`config.mk`:
```
export PLATFORM = sky130hd
export DESIGN_NAME = vram_arbiter
export DESIGN_NICKNAME = d
export VERILOG_FILES = /design/src/rtl/vga_pkg.sv /design/src/rtl/sync_fifo.sv /design/src/rtl/vram_arbiter.sv
export SDC_FILE = /design/constraint.sdc
export NUM_CORES = 1
export LEC_CHECK = 0
export ABC_AREA = 0
export BUFFER_PORTS_ARGS = -buffer_cell sky130_fd_sc_hd__buf_2
export CAP_MARGIN = 40
export CORE_UTILIZATION = 55
export DETAILED_ROUTE_END_ITERATION = 16
export GPL_ROUTABILITY_DRIVEN = 1
export HOLD_SLACK_MARGIN = 0.02
export PLACE_DENSITY = 0.8
export SKIP_CTS_REPAIR_TIMING = 1
export SLEW_MARGIN = 20
export SYNTH_ARGS = -nofsm -noshare
export SYNTH_HDL_FRONTEND = slang
export SYNTH_SLANG_ARGS = --single-unit
```
`constraint.sdc`:
```
create_clock -name clk -period 4 [get_ports clk]
set_clock_uncertainty 0.2 [all_clocks]
set_input_delay 0.8 -clock clk [delete_from_list [all_inputs] [get_ports clk]]
set_output_delay 0.8 -clock clk [all_outputs]
set_load 0.1 [all_outputs]
```
`src/rtl/vga_pkg.sv`:
```
// Shared video-path definitions: default address/pixel widths and the VRAM grant encoding.
package vga_pkg;

  localparam int unsigned ROW_W = 9;
  localparam int unsigned COL_W = 10;
  localparam int unsigned PIX_W = 12;

  // Owner of the single RAM port for the current cycle.
  typedef enum logic [1:0] {
    GNT_IDLE = 2'd0,
    GNT_DISP = 2'd1,
    GNT_HOST = 2'd2
  } gnt_e;

endpackage

```
`src/rtl/sync_fifo.sv`:
```
// Synchronous FIFO, parameterised width and power-of-two depth.
// Ports: clk_i/rst_i (sync, active-high), push_i/wdata_i write side,
// pop_i/rdata_o read side (rdata_o shows the head, first-word fall-through),
// full_o/empty_o status, level_o occupancy count.
module sync_fifo #(
  parameter int unsigned Width  = 8,
  parameter int unsigned Depth  = 4,
  localparam int unsigned AddrW  = $clog2(Depth),
  localparam int unsigned LevelW = AddrW + 1
) (
  input  logic              clk_i,
  input  logic              rst_i,
  input  logic              push_i,
  input  logic [Width-1:0]  wdata_i,
  input  logic              pop_i,
  output logic [Width-1:0]  rdata_o,
  output logic              full_o,
  output logic              empty_o,
  output logic [LevelW-1:0] level_o
);

  logic [Width-1:0]  mem_q [Depth];
  logic [AddrW-1:0]  wr_ptr_q, wr_ptr_d;
  logic [AddrW-1:0]  rd_ptr_q, rd_ptr_d;
  logic [LevelW-1:0] level_q, level_d;
  logic              do_push, do_pop;

  assign full_o  = (level_q == LevelW'(Depth));
  assign empty_o = (level_q == '0);
  assign level_o = level_q;
  assign rdata_o = mem_q[rd_ptr_q];

  // Guard against overflow/underflow even if the caller ignores status.
  assign do_push = push_i && !full_o;
  assign do_pop  = pop_i && !empty_o;

  always_comb begin
    wr_ptr_d = wr_ptr_q;
    rd_ptr_d = rd_ptr_q;
    level_d  = level_q;
    // Pointers wrap naturally because Depth is a power of two.
    if (do_push) wr_ptr_d = wr_ptr_q + AddrW'(1);
    if (do_pop)  rd_ptr_d = rd_ptr_q + AddrW'(1);
    unique case ({do_push, do_pop})
      2'b10:   level_d = level_q + LevelW'(1);
      2'b01:   level_d = level_q - LevelW'(1);
      default: level_d = level_q;
    endcase
  end

  always_ff @(posedge clk_i) begin
    if (rst_i) begin
      wr_ptr_q <= '0;
      rd_ptr_q <= '0;
      level_q  <= '0;
    end else begin
      wr_ptr_q <= wr_ptr_d;
      rd_ptr_q <= rd_ptr_d;
      level_q  <= level_d;
    end
  end

  // Storage is not reset; resetting the pointers discards its contents.
  always_ff @(posedge clk_i) begin
    if (do_push) mem_q[wr_ptr_q] <= wdata_i;
  end

endmodule

```
`src/rtl/vram_arbiter.sv`:
```
// Shares one single-port, 1-cycle-latency video RAM between VGA scan-out reads and buffered
// host pixel writes. The display always wins; host writes wait in a FIFO and drain on cycles
// where rdn is high.
// Ports: clk/rst (sync, active-high); rdn/row_addr/col_addr display read request;
// pix_data/pix_valid registered pixel out (2 cycles after the request);
// wr_valid/wr_ready/wr_addr/wr_data host write handshake; fifo_level buffered count;
// mem_en/mem_we/mem_addr/mem_wdata/mem_rdata RAM port.
module vram_arbiter #(
  parameter int unsigned ROW_W      = vga_pkg::ROW_W,
  parameter int unsigned COL_W      = vga_pkg::COL_W,
  parameter int unsigned PIX_W      = vga_pkg::PIX_W,
  parameter int unsigned FIFO_DEPTH = 4
) (
  input  logic                           clk,
  input  logic                           rst,
  input  logic                           rdn,
  input  logic [ROW_W-1:0]               row_addr,
  input  logic [COL_W-1:0]               col_addr,
  output logic [PIX_W-1:0]               pix_data,
  output logic                           pix_valid,
  input  logic                           wr_valid,
  output logic                           wr_ready,
  input  logic [ROW_W+COL_W-1:0]         wr_addr,
  input  logic [PIX_W-1:0]               wr_data,
  output logic [$clog2(FIFO_DEPTH):0]    fifo_level,
  output logic                           mem_en,
  output logic                           mem_we,
  output logic [ROW_W+COL_W-1:0]         mem_addr,
  output logic [PIX_W-1:0]               mem_wdata,
  input  logic [PIX_W-1:0]               mem_rdata
);

  import vga_pkg::*;

  localparam int unsigned AddrW = ROW_W + COL_W;
  localparam int unsigned EntW  = AddrW + PIX_W;

  gnt_e             gnt;
  logic             fifo_full, fifo_empty, fifo_push, fifo_pop;
  logic [EntW-1:0]  fifo_head;

  logic             rd_pend_q, rd_pend_d;
  logic             pix_valid_q, pix_valid_d;
  logic [PIX_W-1:0] pix_data_q, pix_data_d;

  assign wr_ready  = !fifo_full;
  assign fifo_push = wr_valid && wr_ready;
  assign fifo_pop  = (gnt == GNT_HOST);

  sync_fifo #(
    .Width (EntW),
    .Depth (FIFO_DEPTH)
  ) u_wr_fifo (
    .clk_i   (clk),
    .rst_i   (rst),
    .push_i  (fifo_push),
    .wdata_i ({wr_addr, wr_data}),
    .pop_i   (fifo_pop),
    .rdata_o (fifo_head),
    .full_o  (fifo_full),
    .empty_o (fifo_empty),
    .level_o (fifo_level)
  );

  // Grant is forced idle during reset so buffered writes are dropped without touching the RAM.
  always_comb begin
    gnt = GNT_IDLE;
    if (rst) begin
      gnt = GNT_IDLE;
    end else if (!rdn) begin
      gnt = GNT_DISP;
    end else if (!fifo_empty) begin
      gnt = GNT_HOST;
    end
  end

  always_comb begin
    mem_en    = 1'b0;
    mem_we    = 1'b0;
    mem_addr  = '0;
    mem_wdata = '0;
    unique case (gnt)
      GNT_DISP: begin
        mem_en   = 1'b1;
        mem_addr = {row_addr, col_addr};
      end
      GNT_HOST: begin
        mem_en    = 1'b1;
        mem_we    = 1'b1;
        mem_addr  = fifo_head[EntW-1:PIX_W];
        mem_wdata = fifo_head[PIX_W-1:0];
      end
      default: ;
    endcase
  end

  // Two-stage read pipeline: rd_pend marks the cycle mem_rdata is valid; the pixel register
  // then holds it for one cycle. Non-read slots produce a blanked (zero) pixel.
  always_comb begin
    rd_pend_d   = (gnt == GNT_DISP);
    pix_valid_d = rd_pend_q;
    pix_data_d  = rd_pend_q ? mem_rdata : '0;
  end

  always_ff @(posedge clk) begin
    if (rst) begin
      rd_pend_q   <= 1'b0;
      pix_valid_q <= 1'b0;
      pix_data_q  <= '0;
    end else begin
      rd_pend_q   <= rd_pend_d;
      pix_valid_q <= pix_valid_d;
      pix_data_q  <= pix_data_d;
    end
  end

  assign pix_valid = pix_valid_q;
  assign pix_data  = pix_data_q;

endmodule

```
# == After elaboration in Yosys (flattened, before gate mapping) ==
# Memory sizes are Yosys's and may differ from the RTL's. A register that Yosys moved wholly into a read port is not among the register bits.
# Cells that the tools add are included.
# classes
add_sub_neg,4
n_eq_ne,5
muxes,12
bitwise,1
n_reduce_logical,9
# ops
op,count
$pmux W19 S2,1
$mux W12,1
$mux W2,5
$pmux W3 S2,1
$add A2 B1 Y2 const B,2
$eq A2 B1 Y1 const B,2
$eq A2 B2 Y1 const B,2
$mux W1,4
$reduce_or A2 Y1,2
$add A3 B1 Y3 const B,1
$eq A3 B3 Y1 const B,1
$logic_and A1 B1 Y1,3
$logic_not A3 Y1,1
$sub A3 B1 Y3 const B,1
$logic_not A1 Y1,2
$reduce_bool A2 Y1,1
$not A1 Y1,1
# word_totals
ff_bits,21
ramBits,124
out_inout_bits,50
memories,1
# mem_list
name,words,width,read_ports,rd_ports_with_merged_regs,wr,line_no,rtl
u_wr_fifo.mem_q,4,31,1,1,1,sync_fifo.sv:22,logic [Width-1:0] mem_q [Depth];

# == Logic depth before layout (Yosys ltp) ==
# Gate-level depths: netlist (run 1).
# logic_depth
ltp_word,8
ltp_mapped,9

# == By module ==
# From an unflattened synthesis (run 1), not the netlist that was laid out.
# hier_totals
hier_cells,287
area_unflattened_um2,5676.7
# modules_own_cells
mod,n_inst,cells_each,area_per_inst_um2
sync_fifo,1,215,4956.0
vram_arbiter,1,72,720.7

# == Worst setup path before layout (run 1) ==
# OpenSTA, ideal clock, no wires.
# synth_path
path_type,reg-to-output
start,register u_wr_fifo.level_q[2] (netlist: u_wr_fifo.level_o[2])
end,output port mem_en
arrival_time_ns,2.754
required_ns,3.000
setup_slack_ns,0.246
path_stages_with_launch,3
n_path_buf,0
path_cell_list,dfxtp_1 nor3_1 a21oi_1
# synth_between
elab_chain_len,7
word_cells_on_any_way,8
classes_between,eq/ne: 2; mux: 4; reduce/logical: 2
# synth_lines
item,line_no,rtl
"start, declared",sync_fifo.sv:25,"logic [LevelW-1:0] level_q, level_d;"
"start signal, assigned",sync_fifo.sv:59,level_q <= level_d;
$logic_not A3 Y1 (*),sync_fifo.sv:29,assign empty_o = (level_q == '0);
$mux W2 (*),vram_arbiter.sv:72,end else if (!fifo_empty) begin
$mux W2 (*),vram_arbiter.sv:70,end else if (!rdn) begin
$mux W2 (*),vram_arbiter.sv:68,if (rst) begin
$eq A2 B1 Y1 or $eq A2 B2 Y1 (tied branches),vram_arbiter.sv:82,unique case (gnt)
$reduce_or A2 Y1 (no source line) (*),n/a,
$mux W1 (*),vram_arbiter.sv:82,
"end, declared",vram_arbiter.sv:26,"output logic mem_en,"
# Mark *: on every way between the ends. The rest lies on a longest branch, timed or not.

==> run_results.csv, run 1 <==
group,metric,value,unit
outcome,outcome,"completed",
detailed_routing,drc,0,
timing,slew_viol_final,0,
timing,min_period,3.50,ns
global_routing,grt_pass1_vias,2900,
setup_path,cp.buffers_inverters,2,
floorplanning,start_util,57.1,%
placed_design,place_inst,523,
global_routing,overflow,0,
detailed_routing,dr_wl_met3,558,um
yosys,synth.distinct_cells,28,
timing,setup_viol,0,
floorplanning,rows,36,
yosys,seq_area_frac_synth,74.6,%
yosys,synth_fp_nets,357,
placed_design,place_hpwl,6290,um
floorplanning,fp.dieArea,10600,um2
clock_tree,cts_tree,"built",
hold_path,hp-start,"u_wr_fifo.rd_ptr_q[1]$_SDFFE_PP0P_",
placed_design,gp_congestion,0.719,
timing,final.setup.tns,0,ns
timing,slew-limit-headroom,47.0,%
hold_path,min_path_type,"reg -> reg",
timing,holdWs,0.273,ns
setup_path,critPathMaxStageDelay,0.68,ns
yosys,postSynthAreaPerCell,19.7,um2
floorplanning,coreArea,9820,um2
clock_tree,clockBufferDepth,2,
power,seqPwrFrac,44.4,%
timing,fmax,0.286,GHz
finish,fin_cells,559,
detailed_routing,wl_met1,4420,um
finish,postLayoutCellArea,6980,um2
floorplanning,die_w,103,um
detailed_routing,detail_route.iter0.violations,135,
clock_tree,root_buffer,"clkbuf_8",
global_routing,track_usage,20.6,%
floorplanning,io_pins,116,
detailed_routing,drt-pass1-iter-count,4,
global_routing,grt_pass1_wl,15100,um
yosys,ys_seq_elements,147,
yosys,synth_top_area_share,66.4,%
power,switchingPower,1280,uW
detailed_routing,wl_per_cell,18.6,um
timing,hold_viol_final,0,
finish,drive_gt1_share,45.6,%
setup_path,critPathLaunchType,"flip-flop",
placed_design,placed_area,6340,um2
yosys,synth_edf_count,124,
power,p_total,4030,uW
setup_path,cp_slowest_cell,"dfxtp_2",
power,internal-power,2760,uW
detailed_routing,routed_wl,10400,um
yosys,synth_top_cell_by_area,"edfxtp_1",
clock_tree,cts.clk_slew.worst_paths,0.06,ns
power,p_comb_share,18.9,%
power,power_density,578,nW/um2
clock_tree,htreeDepth,4,
clock_tree,cts.sinks,147,
yosys,synth_warnings,0,
setup_path,rr_worst_depth,9,
setup_path,r2r_slack,1.25,ns
setup_path,worstPathMaxFanout,18,
placed_design,port_buffers,115,
setup_path,critPathTopFamily,"flip-flops",
power,vdd_ir_drop_max,0.393,mV
hold_path,hold_path_depth,1,
setup_path,timing.rr.end,"u_wr_fifo.level_o[2]$_SDFFE_PP0P_",
setup_path,critPathRequiredTime,3.00,ns
detailed_routing,top_layer_used,"met4",
setup_path,crit_type,"reg -> out",
clock_tree,clock_latency,0.52,ns
setup_path,cp-end-kind,"output pin",
yosys,mappedNetlistArea,5610,um2
yosys,async_flop_share,0,%
global_routing,grt_max_degree,32,
detailed_routing,met2_wirelength,5250,um
job,cap_violations,0,
detailed_routing,vias,3025,
setup_path,crit_arrival,2.50,ns
global_routing,antenna_found_initial,0,
setup_path,crit_chain,"buf_12, mux4_2, a22o_1, buf_2",
timing,rsz0062_at_grt,"false",
power,sw_frac_of_total,31.6,%
power,p_leak,0.00266,uW
timing,worst_pin_slew,0.795,ns
yosys,synth_top_flop_cell,"edfxtp_1",
setup_path,reg2reg_from,"u_wr_fifo.level_o[0]$_SDFFE_PP0P_",
finish,area_growth_syn_to_layout,24.5,%
finish,nets,484,
yosys,synth_area_leaders,"edfxtp_1 (66%), mux4_2 (12%), dfxtp_1 (8.2%)",
clock_tree,cts_buffers,17,
detailed_routing,ant_nets,0,
floorplanning,die_y,103,um
power,pwr-share-clk,36.7,%
timing,fin_crit_sh,87.5,%
detailed_routing,via_per_inst,5.41,
yosys,synthCells,285,
-- how the worst max path moves through the flow --
stage | from | to | slack [ns] | depth (start not counted)
2_1_floorplan | u_wr_fifo.level_o[2]$_SDFFE_PP0P_ | mem_en | 0.25 | 2
3_3_place_gp | rst | mem_addr[14] | 0.58 | 6
3_5_place_dp | rst | mem_addr[14] | 0.52 | 6
4_1_cts | flip-flop | mem_addr[4] | 0.44 | 4
5_1_grt | flip-flop | mem_addr[5] | 0.35 | 4
6_report | flip-flop | mem_addr[18] | 0.50 | 4
-- power by group through the flow --
| stage | sequential [uW] | combinational, uW | clock (uW) |
|---|---|---|---|
| 4_1_cts | 1800 | 758 | 1490 |
| 2_1_floorplan | 1880 | 535 | 0 |
| 5_1_grt | 1800 | 802 | 1560 |
| 3_3_place_gp | 1820 | 739 | 0 |
| 3_5_place_dp | 1830 | 757 | 0 |
| 6_report | 1790 | 763 | 1480 |
-- per-stage QoR --
step / setup WS (ns) / utilization, %
2_1_floorplan: 0.246 / -
3_3_place_gp: 0.578 / 64.4
3_5_place_dp: 0.517 / 64.6
4_1_cts: 0.438 / 70.2
5_1_grt: 0.349 / 71.1
6_report: 0.501 / 71.1
-- state kept, by name, indices dropped and copies added (netlist names), named ones only --
signal and count:
pix_data 12, u_wr_fifo.level_o 3, pix_valid 1, u_wr_fifo.mem_q 124
pix_valid_d 1, u_wr_fifo.wr_ptr_q 2, u_wr_fifo.rd_ptr_q 2
-- cells in the final DEF (no fill, tap or decap), drive strengths merged --
master,instances
a21o,2
a21oi,7
a22o,19
and2,12
and3,16
buf,124
clkbuf,18
clkinv,3
clkinvlp,1
dfxtp,23
diode,1
edfxtp,124
fa,1
ha,5
inv,15
mux2i,1
mux4,31
nand2,1
nand2b,2
nand3,3
nor2,6
nor2b,2
nor3,1
o21ai,2
or3,3
or3b,1
xor2,2
-- cell families (layout without fill, tap and decap cells) --
family / count (synthesis) / in the layout / synth area share (%)
fa+ha+maj: 6 / 6 / 1.47
other cells: 0 / 1 / 0
mux: 32 / 32 / 12.7
simple gates: 47 / 47 / 4.88
compound gates: 30 / 30 / 4.10
buf+inv: 21 / 161 / 1.94
xor+xnor: 2 / 2 / 0.312
flops: 147 / 147 / 74.6
-- synth_stat cells (2+ instances only) --
library cell and n:
mux4_2 30, buf_1 2, nand3_1 3, edfxtp_1 124, buf_2 6, and3_1 16
buf_6 3, nor2_1 6, clkbuf_1 5, and2_1 12, inv_1 5, nand2b_1 2
dfxtp_1 23, ha_1 5, nor2b_1 2, a22o_1 19, a21o_1 2, xor2_1 2
or3_1 3, o21ai_0 2, a21oi_1 6
-- cell type report --
| type | instances | area, um2 |
|---|---|---|
| tap | 133 | 166 |
| clock buffer | 18 | 418 |
| fill | 654 | 2840 |
| clock inverter | 14 | 136 |
| antenna | 1 | 2.50 |
| timing repair buffer | 124 | 728 |
| multi-input combinational | 117 | 1330 |
| sequential | 147 | 4190 |
| inverter | 5 | 18.8 |
-- layer usage --
metal,GRT usage [%],up-vias
li1,-,1410
met1,25.7,1501
met2,34.1,98
met3,6.51,16
met4,7.58,0
met5,0,-
Power figures use the tool's default switching activity.
==> inputs of run 2 (changes only) <==
Settings changed: ABC_AREA 0 to 1.
==> run 2 against run 1 <==
Power grew 0.99%. Global-route usage grew 4.6 points. Sequential power is essentially flat. First-iteration DRC count grew 130%. Utilization grew 3.2 points. Setup slack lost 0.027 ns. Cell count grew 40%. Routed wire length grew 28%. Die area grew 5.3%. Synthesized area grew 5.4%. Critical endpoint is now mem_addr[9]. Highest routed layer unchanged.
==> run_results.csv, run 2 <==
group,metric,value,unit
power,vdd_ir_drop_max,0.296,mV
setup_path,critPathRequiredTime,3.00,ns
setup_path,critical_path_depth,6,
power,pwr-share-clk,37.5,%
finish,num_antenna_cells,0,
yosys,synthSimpleGateAreaFrac,19.2,%
timing,slew_viol_final,0,
yosys,async_flop_share,0,%
setup_path,cp-end-kind,"output pin",
setup_path,critPathMaxStageDelay,0.83,ns
detailed_routing,drc,0,
yosys,synthCells,519,
finish,final_common_cell,"nand2_1",
yosys,synth_top_family_by_area,"simple AND/OR/NAND/NOR gates",
timing,rsz0062_at_grt,"false",
global_routing,overflow,0,
clock_tree,clockBufferDepth,2,
yosys,synthTopCellsByCount,"nand2_1 (127), edfxtp_1 (124), nor2_1 (71), nand3_1 (53), inv_1 (30)",
power,seqPwrFrac,43.6,%
floorplanning,rows,37,
global_routing,grt_pass1_wl,21100,um
finish,fin_cells,784,
yosys,synth.most_common_cell,"nand2_1",
global_routing,track_usage,25.2,%
detailed_routing,wl_met1,5160,um
floorplanning,coreArea,10400,um2
timing,slew-limit-headroom,48.2,%
detailed_routing,routed_wl,13300,um
finish,area_growth_syn_to_layout,30.4,%
yosys,postSynthAreaPerCell,11.4,um2
placed_design,place_inst,752,
setup_path,cp_slowest_cell,"dfxtp_2",
timing,setup_viol,0,
setup_path,endpoint,"mem_addr[9]",
yosys,synth_edf_count,124,
detailed_routing,detail_route.iter0.violations,310,
timing,fin_crit_sh,88.2,%
setup_path,critPathLaunchType,"flip-flop",
clock_tree,root_buffer,"clkbuf_8",
clock_tree,cts_buffers,17,
floorplanning,fp.dieArea,11200,um2
global_routing,antenna_found_initial,0,
clock_tree,cts.sinks,147,
yosys,synth_top_cell_by_area,"edfxtp_1",
setup_path,crit_type,"reg -> out",
yosys,synth.distinct_cells,23,
finish,largest_reg_flops,124,
clock_tree,cts.clk_slew.worst_paths,0.07,ns
finish,nets,707,
yosys,seq_area_frac_synth,70.7,%
yosys,synthAdderAreaFrac,1.40,%
global_routing,grt_max_degree,63,
timing,holdWs,0.286,ns
finish,drive_gt1_share,28.4,%
clock_tree,cts_tree,"built",
finish,largest-register,"u_wr_fifo.mem_q",
power,p_leak,0.00311,uW
floorplanning,die_y,106,um
yosys,ys_seq_elements,147,
yosys,synth_area_leaders,"edfxtp_1 (63%), nand2_1 (8.1%), dfxtp_1 (7.8%)",
setup_path,crit_arrival,2.53,ns
power,power_density,528,nW/um2
job,cap_violations,0,
power,sw_frac_of_total,30.9,%
setup_path,r2r_slack,1.44,ns
timing,worst_pin_slew,0.778,ns
power,internal-power,2810,uW
yosys,mappedNetlistArea,5910,um2
setup_path,reg2reg_from,"u_wr_fifo.level_o[2]$_SDFFE_PP0P_",
setup_path,worstPathMaxFanout,62,
yosys,synth_top_area_share,63.0,%
detailed_routing,met2_wirelength,6950,um
yosys,synth_warnings,0,
detailed_routing,vias,4271,
setup_path,critPathTopFamily,"flip-flops",
timing,min_period,3.53,ns
global_routing,grt_pass1_vias,4298,
hold_path,min_path_type,"in -> reg",
finish,final_cell_mix,"nand2_1 (127), edfxtp_1 (124), buf_2 (84)",
finish,fin_util,74.4,%
floorplanning,start_util,57.0,%
outcome,outcome,"completed",
timing,hold_viol_final,0,
clock_tree,htreeDepth,4,
placed_design,gp_congestion,0.751,
detailed_routing,top_layer_used,"met4",
setup_path,timing.rr.end,"u_wr_fifo.level_o[2]$_SDFFE_PP0P_",
detailed_routing,via_per_inst,5.45,
setup_path,crit_chain,"inv_4, nand2_1, nand3_1, nand3_1, nand2_1, buf_12",
placed_design,place_hpwl,8350,um
yosys,synth_compound_area_share,3.72,%
power,p_comb_share,18.9,%
setup_path,cp.buffers_inverters,2,
yosys,muxShareOfSynthArea,0,%
detailed_routing,drt-pass1-iter-count,5,
clock_tree,clock_latency,0.52,ns
power,switchingPower,1260,uW
yosys,synth_fp_nets,591,
timing,final.setup.tns,0,ns
placed_design,dp_slack,0.890,ns
detailed_routing,ant_nets,0,
yosys,synth_top_flop_cell,"edfxtp_1",
timing,fmax,0.284,GHz
placed_design,port_buffers,115,
detailed_routing,wl_per_cell,17.0,um
floorplanning,die_w,106,um
timing,fin_ws,0.474,ns
setup_path,rr_worst_depth,13,
yosys,synth-xor-area-share,0,%
floorplanning,io_pins,116,
detailed_routing,dr_wl_met3,1000,um
-- run 2: cell types whose count changed after synthesis, sizes merged, moves of 3 or more --
cell   before  now
a21oi       7   17
nand2       1  130
mux4       31    0
buf        11   20
or3         3    0
a22o       19    0
and2       12    0
o21ai       2   27
and3       16    0
nand3       3   62
nor2        6   72
inv         5   33
-- run 2: worst reg2reg max path, delay by kind of cell, from the launching register on --
family                     cells  cell delay, ns
and+or+nand+nor                7            0.71
DFF                            1            0.37
buffers and inverters          4            0.56
adders and majority gates      2            0.62
-- run 2: how the worst min path moves through the flow --
stage / start / to / slack, ns / cells past startpoint
after CTS: wr_addr[5] / u_wr_fifo.mem_q[0][17]$_DFFE_PP_ / 0.27 / 1
after detailed placement: u_wr_fifo.wr_ptr_q[0]$_SDFFE_PP0P_ / u_wr_fifo.wr_ptr_q[0]$_SDFFE_PP0P_ / 0.31 / 2
final: wr_addr[6] / u_wr_fifo.mem_q[1][18]$_DFFE_PP_ / 0.29 / 1
after floorplan: pix_valid_d$_SDFF_PP0_ / pix_data[7]$_SDFF_PP0_ / 0.25 / 2
after global placement: u_wr_fifo.rd_ptr_q[1]$_SDFFE_PP0P_ / u_wr_fifo.rd_ptr_q[1]$_SDFFE_PP0P_ / 0.30 / 2
after global routing: wr_addr[5] / u_wr_fifo.mem_q[0][17]$_DFFE_PP_ / 0.27 / 1
-- run 2: logic make-up after synthesis --
family,after synthesis
and+or+nand+nor,264
DFF,147
buffers and inverters,58
AOI/OAI and AO/OA,44
adders and majority gates,6
-- run 2: power groups by stage --
stage	Sequential (uW)	Combinational, uW	Clock [uW]
after CTS	1780	774	1540
after global routing	1780	813	1600
after floorplan	1860	462	0
final	1780	769	1530
after detailed placement	1810	768	0
after global placement	1810	741	0
-- run 2: area by class of cell --
class	count	area (um2)
flip-flops and latches	147	4190
fillers	660	2660
multi-input cells	314	1500
repair buffers	122	1150
clock buffers	17	414
well taps	136	170
clock inverters	15	168
inverters	33	129
-- run 2: routing by layer --
layer / vias to the layer above / global-route usage (%)
li1: 1987 / -
met1: 2068 / 30.7
met2: 197 / 43.2
met3: 19 / 6.37
met4: 0 / 9.42
met5: - / 0
-- run 2: metrics by stage --
step | instance area, um2 | total power, uW
6_report | 7710 | 4070
5_1_grt | 7710 | 4200
4_1_cts | 7710 | 4090
3_5_place_dp | 7130 | 2580
3_3_place_gp | 7050 | 2550
2_1_floorplan | 5940 | 2320
